===== src/rtl/muldiv_seq_pkg.sv =====
// Shared definitions for the RV32M sequencer: funct3 encodings, FSM states,
// default divide length and small operand helpers.
package muldiv_seq_pkg;

  localparam logic [2:0] MD_MUL    = 3'b000;
  localparam logic [2:0] MD_MULH   = 3'b001;
  localparam logic [2:0] MD_MULHSU = 3'b010;
  localparam logic [2:0] MD_MULHU  = 3'b011;
  localparam logic [2:0] MD_DIV    = 3'b100;
  localparam logic [2:0] MD_DIVU   = 3'b101;
  localparam logic [2:0] MD_REM    = 3'b110;
  localparam logic [2:0] MD_REMU   = 3'b111;

  typedef enum logic [1:0] {
    MDS_IDLE = 2'd0,
    MDS_MUL  = 2'd1,
    MDS_DIV  = 2'd2,
    MDS_DONE = 2'd3
  } mds_e;

  localparam int MD_DIV_STEPS = 32;

  // Sign- or zero-extend an operand; the low 64 bits of the product of two
  // such values equal those of the 33x33 signed product.
  function automatic logic signed [63:0] mul_ext(input logic [31:0] v, input logic sgn);
    return {{32{sgn & v[31]}}, v};
  endfunction

  function automatic logic [31:0] cond_neg(input logic [31:0] v, input logic neg);
    return neg ? (~v + 32'd1) : v;
  endfunction

endpackage


===== src/rtl/muldiv_div_core.sv =====
// Unsigned radix-2 restoring divider: load latches the operands, each step
// performs one shift-subtract. Outputs are the values after the current step.
module muldiv_div_core #(
  parameter int XLEN = 32
) (
  input  logic            clk,
  input  logic            load_i,
  input  logic            step_i,
  input  logic [XLEN-1:0] dividend_i,
  input  logic [XLEN-1:0] divisor_i,
  output logic [XLEN-1:0] quo_o,
  output logic [XLEN-1:0] rem_o
);

  logic [XLEN-1:0] quo_q;
  logic [XLEN-1:0] rem_q;
  logic [XLEN-1:0] dvs_q;
  logic [XLEN:0]   shifted;
  logic [XLEN:0]   diff;
  logic            ge;

  // Partial remainder stays below the divisor, so bit XLEN of the difference is its sign.
  assign shifted = {rem_q, quo_q[XLEN-1]};
  assign diff    = shifted - {1'b0, dvs_q};
  assign ge      = ~diff[XLEN];
  assign rem_o   = ge ? diff[XLEN-1:0] : shifted[XLEN-1:0];
  assign quo_o   = {quo_q[XLEN-2:0], ge};

  always_ff @(posedge clk) begin
    if (load_i) begin
      quo_q <= dividend_i;
      rem_q <= '0;
      dvs_q <= divisor_i;
    end else if (step_i) begin
      quo_q <= quo_o;
      rem_q <= rem_o;
    end
  end

endmodule


===== src/rtl/muldiv_seq.sv =====
// RV32M multiply/divide sequencer for the EX stage. Optional divide result
// cache enabled by defining MULDIV_REM_FUSE_EN.
module muldiv_seq
  import muldiv_seq_pkg::*;
#(
  parameter int XLEN      = 32,
  parameter int DIV_STEPS = MD_DIV_STEPS
) (
  input  logic            clk,
  input  logic            rst_n,
  input  logic            start_i,
  input  logic [2:0]      op_i,
  input  logic [XLEN-1:0] rs1_i,
  input  logic [XLEN-1:0] rs2_i,
  input  logic            kill_i,
  output logic            busy_o,
  output logic            done_o,
  output logic [XLEN-1:0] result_o,
  output logic            ex_stall_o
);

  localparam int CW = $clog2(DIV_STEPS + 1);

  mds_e                state_q;
  logic                busy_q;
  logic                done_q;
  logic [XLEN-1:0]     result_q;
  logic [CW-1:0]       cnt_q;

  logic [2:0]          op_q;
  logic                qneg_q;
  logic                rneg_q;
  logic signed [63:0]  mul_a_q;
  logic signed [63:0]  mul_b_q;
  logic signed [63:0]  prod;

  logic                accept;
  logic                op_is_mul;
  logic                op_sgn_div;
  logic                op_is_rem;
  logic                special;
  logic [XLEN-1:0]     special_res;
  logic                fuse_hit;
  logic [XLEN-1:0]     fuse_res;
  logic                div_step;
  logic                div_last;
  logic [XLEN-1:0]     quo_u;
  logic [XLEN-1:0]     rem_u;
  logic [XLEN-1:0]     quo_fix;
  logic [XLEN-1:0]     rem_fix;
  logic [XLEN-1:0]     mul_res;
  logic [XLEN-1:0]     div_res;

  assign accept     = start_i & ~kill_i & ((state_q == MDS_IDLE) | (state_q == MDS_DONE));
  assign op_is_mul  = op_i inside {MD_MUL, MD_MULH, MD_MULHSU, MD_MULHU};
  assign op_sgn_div = (op_i == MD_DIV) | (op_i == MD_REM);
  assign op_is_rem  = (op_i == MD_REM) | (op_i == MD_REMU);

  // Divide by zero and signed overflow resolve at accept without iterating.
  always_comb begin
    special     = 1'b0;
    special_res = '0;
    if (rs2_i == '0) begin
      special     = 1'b1;
      special_res = op_is_rem ? rs1_i : '1;
    end else if (op_sgn_div && rs1_i == 32'h8000_0000 && rs2_i == 32'hFFFF_FFFF) begin
      special     = 1'b1;
      special_res = op_is_rem ? '0 : 32'h8000_0000;
    end
  end

  always_ff @(posedge clk) begin
    if (accept) begin
      op_q    <= op_i;
      mul_a_q <= mul_ext(rs1_i, (op_i == MD_MULH) | (op_i == MD_MULHSU));
      mul_b_q <= mul_ext(rs2_i, op_i == MD_MULH);
      qneg_q  <= op_sgn_div & (rs1_i[XLEN-1] ^ rs2_i[XLEN-1]);
      rneg_q  <= op_sgn_div & rs1_i[XLEN-1];
    end
  end

  assign prod    = mul_a_q * mul_b_q;
  assign mul_res = (op_q == MD_MUL) ? prod[31:0] : prod[63:32];

  assign div_step = (state_q == MDS_DIV) & ~kill_i;
  assign div_last = div_step & (cnt_q == CW'(1));

  muldiv_div_core #(.XLEN(XLEN)) u_div (
    .clk        (clk),
    .load_i     (accept & ~op_is_mul),
    .step_i     (div_step),
    .dividend_i (cond_neg(rs1_i, op_sgn_div & rs1_i[XLEN-1])),
    .divisor_i  (cond_neg(rs2_i, op_sgn_div & rs2_i[XLEN-1])),
    .quo_o      (quo_u),
    .rem_o      (rem_u)
  );

  assign quo_fix = cond_neg(quo_u, qneg_q);
  assign rem_fix = cond_neg(rem_u, rneg_q);
  assign div_res = op_q[1] ? rem_fix : quo_fix;

`ifdef MULDIV_REM_FUSE_EN
  logic            fc_vld_q;
  logic [XLEN-1:0] fc_a_q;
  logic [XLEN-1:0] fc_b_q;
  logic            fc_sgn_q;
  logic [XLEN-1:0] fc_quo_q;
  logic [XLEN-1:0] fc_rem_q;
  logic [XLEN-1:0] opa_q;
  logic [XLEN-1:0] opb_q;
  logic            sgn_q;

  always_ff @(posedge clk or negedge rst_n) begin
    if (!rst_n) begin
      fc_vld_q <= 1'b0;
    end else if ((accept & op_is_mul) | ((state_q == MDS_DIV) & kill_i)) begin
      fc_vld_q <= 1'b0;
    end else if (div_last) begin
      fc_vld_q <= 1'b1;
    end
  end

  always_ff @(posedge clk) begin
    if (accept) begin
      opa_q <= rs1_i;
      opb_q <= rs2_i;
      sgn_q <= op_sgn_div;
    end
    if (div_last) begin
      fc_a_q   <= opa_q;
      fc_b_q   <= opb_q;
      fc_sgn_q <= sgn_q;
      fc_quo_q <= quo_fix;
      fc_rem_q <= rem_fix;
    end
  end

  assign fuse_hit = fc_vld_q & (rs1_i == fc_a_q) & (rs2_i == fc_b_q) & (op_sgn_div == fc_sgn_q);
  assign fuse_res = op_is_rem ? fc_rem_q : fc_quo_q;
`else
  assign fuse_hit = 1'b0;
  assign fuse_res = '0;
`endif

  always_ff @(posedge clk or negedge rst_n) begin
    if (!rst_n) begin
      state_q  <= MDS_IDLE;
      busy_q   <= 1'b0;
      done_q   <= 1'b0;
      result_q <= '0;
      cnt_q    <= '0;
    end else begin
      done_q <= 1'b0;
      unique case (state_q)
        MDS_IDLE, MDS_DONE: begin
          if (!accept) begin
            state_q <= MDS_IDLE;
            busy_q  <= 1'b0;
          end else if (op_is_mul) begin
            state_q <= MDS_MUL;
            busy_q  <= 1'b1;
          end else if (special | fuse_hit) begin
            state_q  <= MDS_DONE;
            done_q   <= 1'b1;
            result_q <= special ? special_res : fuse_res;
          end else begin
            state_q <= MDS_DIV;
            busy_q  <= 1'b1;
            cnt_q   <= CW'(DIV_STEPS);
          end
        end
        MDS_MUL: begin
          busy_q <= 1'b0;
          if (kill_i) begin
            state_q <= MDS_IDLE;
          end else begin
            state_q  <= MDS_DONE;
            done_q   <= 1'b1;
            result_q <= mul_res;
          end
        end
        MDS_DIV: begin
          if (kill_i) begin
            state_q <= MDS_IDLE;
            busy_q  <= 1'b0;
            cnt_q   <= '0;
          end else begin
            cnt_q <= cnt_q - CW'(1);
            if (div_last) begin
              state_q  <= MDS_DONE;
              busy_q   <= 1'b0;
              done_q   <= 1'b1;
              result_q <= div_res;
            end
          end
        end
        default: begin
          state_q <= MDS_IDLE;
          busy_q  <= 1'b0;
        end
      endcase
    end
  end

  assign busy_o     = busy_q;
  assign done_o     = done_q;
  assign result_o   = result_q;
  assign ex_stall_o = (start_i & ~kill_i & ~done_q) | busy_q;

endmodule


===== config.mk =====
export PLATFORM = sky130hd
export DESIGN_NAME = muldiv_seq
export DESIGN_NICKNAME = d
export VERILOG_FILES = /design/src/rtl/muldiv_seq_pkg.sv /design/src/rtl/muldiv_div_core.sv /design/src/rtl/muldiv_seq.sv
export SDC_FILE = /design/constraint.sdc
export NUM_CORES = 2
export LEC_CHECK = 0
export ABC_AREA = 1
export ABC_CLOCK_PERIOD_IN_PS = 8900
export BUFFER_PORTS_ARGS = -buffer_cell sky130_fd_sc_hd__buf_4
export CAP_MARGIN = 20
export CORE_ASPECT_RATIO = 1.75
export CORE_MARGIN = 2
export CORE_UTILIZATION = 61
export CTS_CLUSTER_SIZE = 8
export DETAILED_ROUTE_END_ITERATION = 6
export PLACE_DENSITY = 0.88
export SYNTH_ARGS = -nofsm -noshare
export SYNTH_HDL_FRONTEND = slang
export SYNTH_SLANG_ARGS = --single-unit

===== constraint.sdc =====
create_clock -name clk -period 8.9 [get_ports clk]
set_input_delay 1.335 -clock clk [delete_from_list [all_inputs] [get_ports clk]]
set_output_delay 1.335 -clock clk [all_outputs]
set_load 0.1 [all_outputs]

==> results.toml <==
[route]
via_per_inst = 5.79
drtAntennaViolNets = 0
via_count = 48300
drc = 0
drtIter0Drc = 4356
wl_mm = 186
dr.pass1.iters = 7
wire_per_inst_um = 22.2

[floorplan]
die_area_mm2 = 0.0927
coreArea_mm2 = 0.0893
rows = 145
num_io_pins = 106
die_h_um = 401
start_util_pct = 61.6
die_x_um = 231

[yosys]
avgSynthCellArea_um2 = 7.67
syn_inst = 7168
syn_nets = 8618
ys_seq_area_share_pct = 10.4
syn_area_mm2 = 0.0550
synth_top_area_share_pct = 41.0
synth_edf_count = 135
synthTopCellsByArea = "fa_1 41%, inv_1 14%, nand2_1 12%"
synth-seq-cells = 209
synth-async-reset-ratio_pct = 20.1
ys_types = 63
yosys_most_used_dff = "edfxtp_1"
synth-warning-count = 0
yosysTopAreaCell = "fa_1"

[timing]
worst_slack_ps = 305
fmax_mhz = 116
setup_tns_ps = 0
hold_viol = 0
fin_skew_ps = 59.7
rsz0062_at_grt = "false"
setup_viol = 0
slew_viol_final = 0
worst_pin_slew_ps = 1180
period_share_pct = 96.6
period_minus_slack_ps = 8600
slew_headroom_pct = 20.4

[finish]
multi_input_area_mm2 = 0.0403
final_nets = 8588
syn2layout_area_growth_pct = 6.33
final-seq-area_mm2 = 0.00575
layout_common_cells = "2,038 x inv_1, 1,805 x nand2_1, 1,125 x fa_1, 290 x nor2_1, 253 x ha_1"
drive_gt1_share_pct = 5.96
layout_commonest_cell = "inv_1"
fillers = 7031
fin_cells = 8347

[setup_path]
r2r_start = "mul_b_q[15]"
cp.required_ps = 9460
crit_fanout = 18
crit_family = "adder cells"
crit_start = "mul_b_q[15]"
cp_slowest_stage_delay_ps = 950
timing.critical_path.buf_inv = 8
cp_slowest_cell = "o311ai_0"
cp-start-kind = "register"
end_kind = "register"
crit_arrival_ps = 9150
criticalPathCategory = "reg2reg"

[clock_tree]
clkLatencyLatePin_ps = 630
cts.sinks = 209
htreeDepth = 1
cts-root-buf = "clkbuf_16"
postCtsHoldBufs = 0
tritoncts = "built"
clock_path_buffers = 3
cts_made_buffers = 30
clkSlewWorstSetupHoldPaths_ps = 70

[run_status]
status = "completed"

[place]
gp_congestion = 1.13
place_inst = 8269
io_buffers = 105
pre_cts_slack_ps = 206
dpl.hpwl_mm = 154

[min_path]
hold_class = "reg2reg"
hold_start = "result_o[17]"

[grt]
antenna_found_initial = 7
grt_overflow = 0
grt_max_degree = 64
grt_pass1_vias = 52900
grt_pass1_wl_mm = 286
grt_use_total_pct = 41.2

[run]
maxCapViolCount = 0
[stage by stage]
step | cell area [µm²] | utilization (%) | hold slack [ps]
after global routing | 58500 | 65.5 | 511
after floorplan | 55000 | - | 473
final | 58500 | 65.5 | 493
after global placement | 57400 | 64.3 | 468
after detailed placement | 57400 | 64.3 | 471
after CTS | 58300 | 65.3 | 492
[state kept, by name (all words and copies together) (netlist names)]
name and count:
qneg_q 1, rneg_q 1, result_o 32, u_div.rem_q 32
mul_b_q 33, u_div.dvs_q 32, busy_o 1, mul_a_q 33
state_q 2, u_div.quo_q 32, done_o 1, cnt_q 6
op_q 3
[worst min-delay path, stage by stage, from the launching register on]
cell     delay [ps]
dfrtp_1         350
nand2_1          50
nand2_1          60
[logic make-up after synthesis]
logic type	after synthesis	synth area share, %
AO/OA/AOI/OAI	531	5.46
AND/OR/NAND/NOR	2552	19.2
flip-flops	209	10.4
adder cells (fa/ha/maj)	1379	46.7
XOR/XNOR	111	1.77
buffers and inverters	2386	16.4
[routing by layer]
| metal | track usage [%] | vias to the layer above | wire, µm | part of all wire [%] |
|---|---|---|---|---|
| li1 | - | 20600 | - | - |
| met1 | 39.2 | 23300 | 52900 | 28 |
| met2 | 70.5 | 3023 | 91300 | 49 |
| met3 | 8.10 | 1385 | 16000 | 8.6 |
| met4 | 44.1 | 0 | 25400 | 14 |
| met5 | 0 | - | 0 | 0 |
[path summary, 6_finish.rpt]
check,end,slack (ps),cells after the start
setup / recovery,result_o[30],300,32
hold / removal,result_o[17],490,2
setup reg to reg,result_o[30],300,32
hold reg to reg,result_o[17],490,2
max in group asynchronous,result_o[7],7690,1
min in group asynchronous,result_o[1],740,1
[synthesized netlist by cell type (5+ instances only)]
master / number
a21o_1: 17
a21oi_1: 183
a31oi_1: 25
and2_1: 9
buf_1: 5
buf_2: 9
clkbuf_1: 311
dfrtp_1: 42
dfxtp_1: 32
edfxtp_1: 135
fa_1: 1126
ha_1: 253
inv_1: 2039
inv_2: 13
nand2_1: 1806
nand2_2: 33
nand2_4: 10
nand3_1: 215
nand3b_1: 12
nand4_1: 40
nor2_1: 292
nor2_2: 8
nor2_4: 5
nor3_1: 62
nor4_1: 15
o211ai_1: 22
o21a_1: 7
o21ai_0: 189
o21ai_1: 7
o21bai_1: 12
o22ai_1: 36
o31ai_1: 7
or2_2: 28
xnor2_1: 43
xor2_1: 68
[area by class of cell]
| class | instances | area share, % |
|---|---|---|
| diodes | 9 | 0.0385 |
| clock buffers | 54 | 1.44 |
| clock inverters | 2 | 0.0428 |
| inverters | 2055 | 13.2 |
| multi-input cells | 4573 | 68.9 |
| flip-flops and latches | 209 | 9.82 |
| well taps | 1176 | 2.52 |
| repair buffers | 269 | 4.05 |
[repair_timing]
action,4_1_cts,5_1_grt
endpoints found under the hold margin,0,0
setup endpoints to repair,0,10
gates resized for setup,0,5
setup buffers,0,9
Power is not shown: default switching activity piles up to over one toggle a cycle in this logic, so the estimate is an artifact.
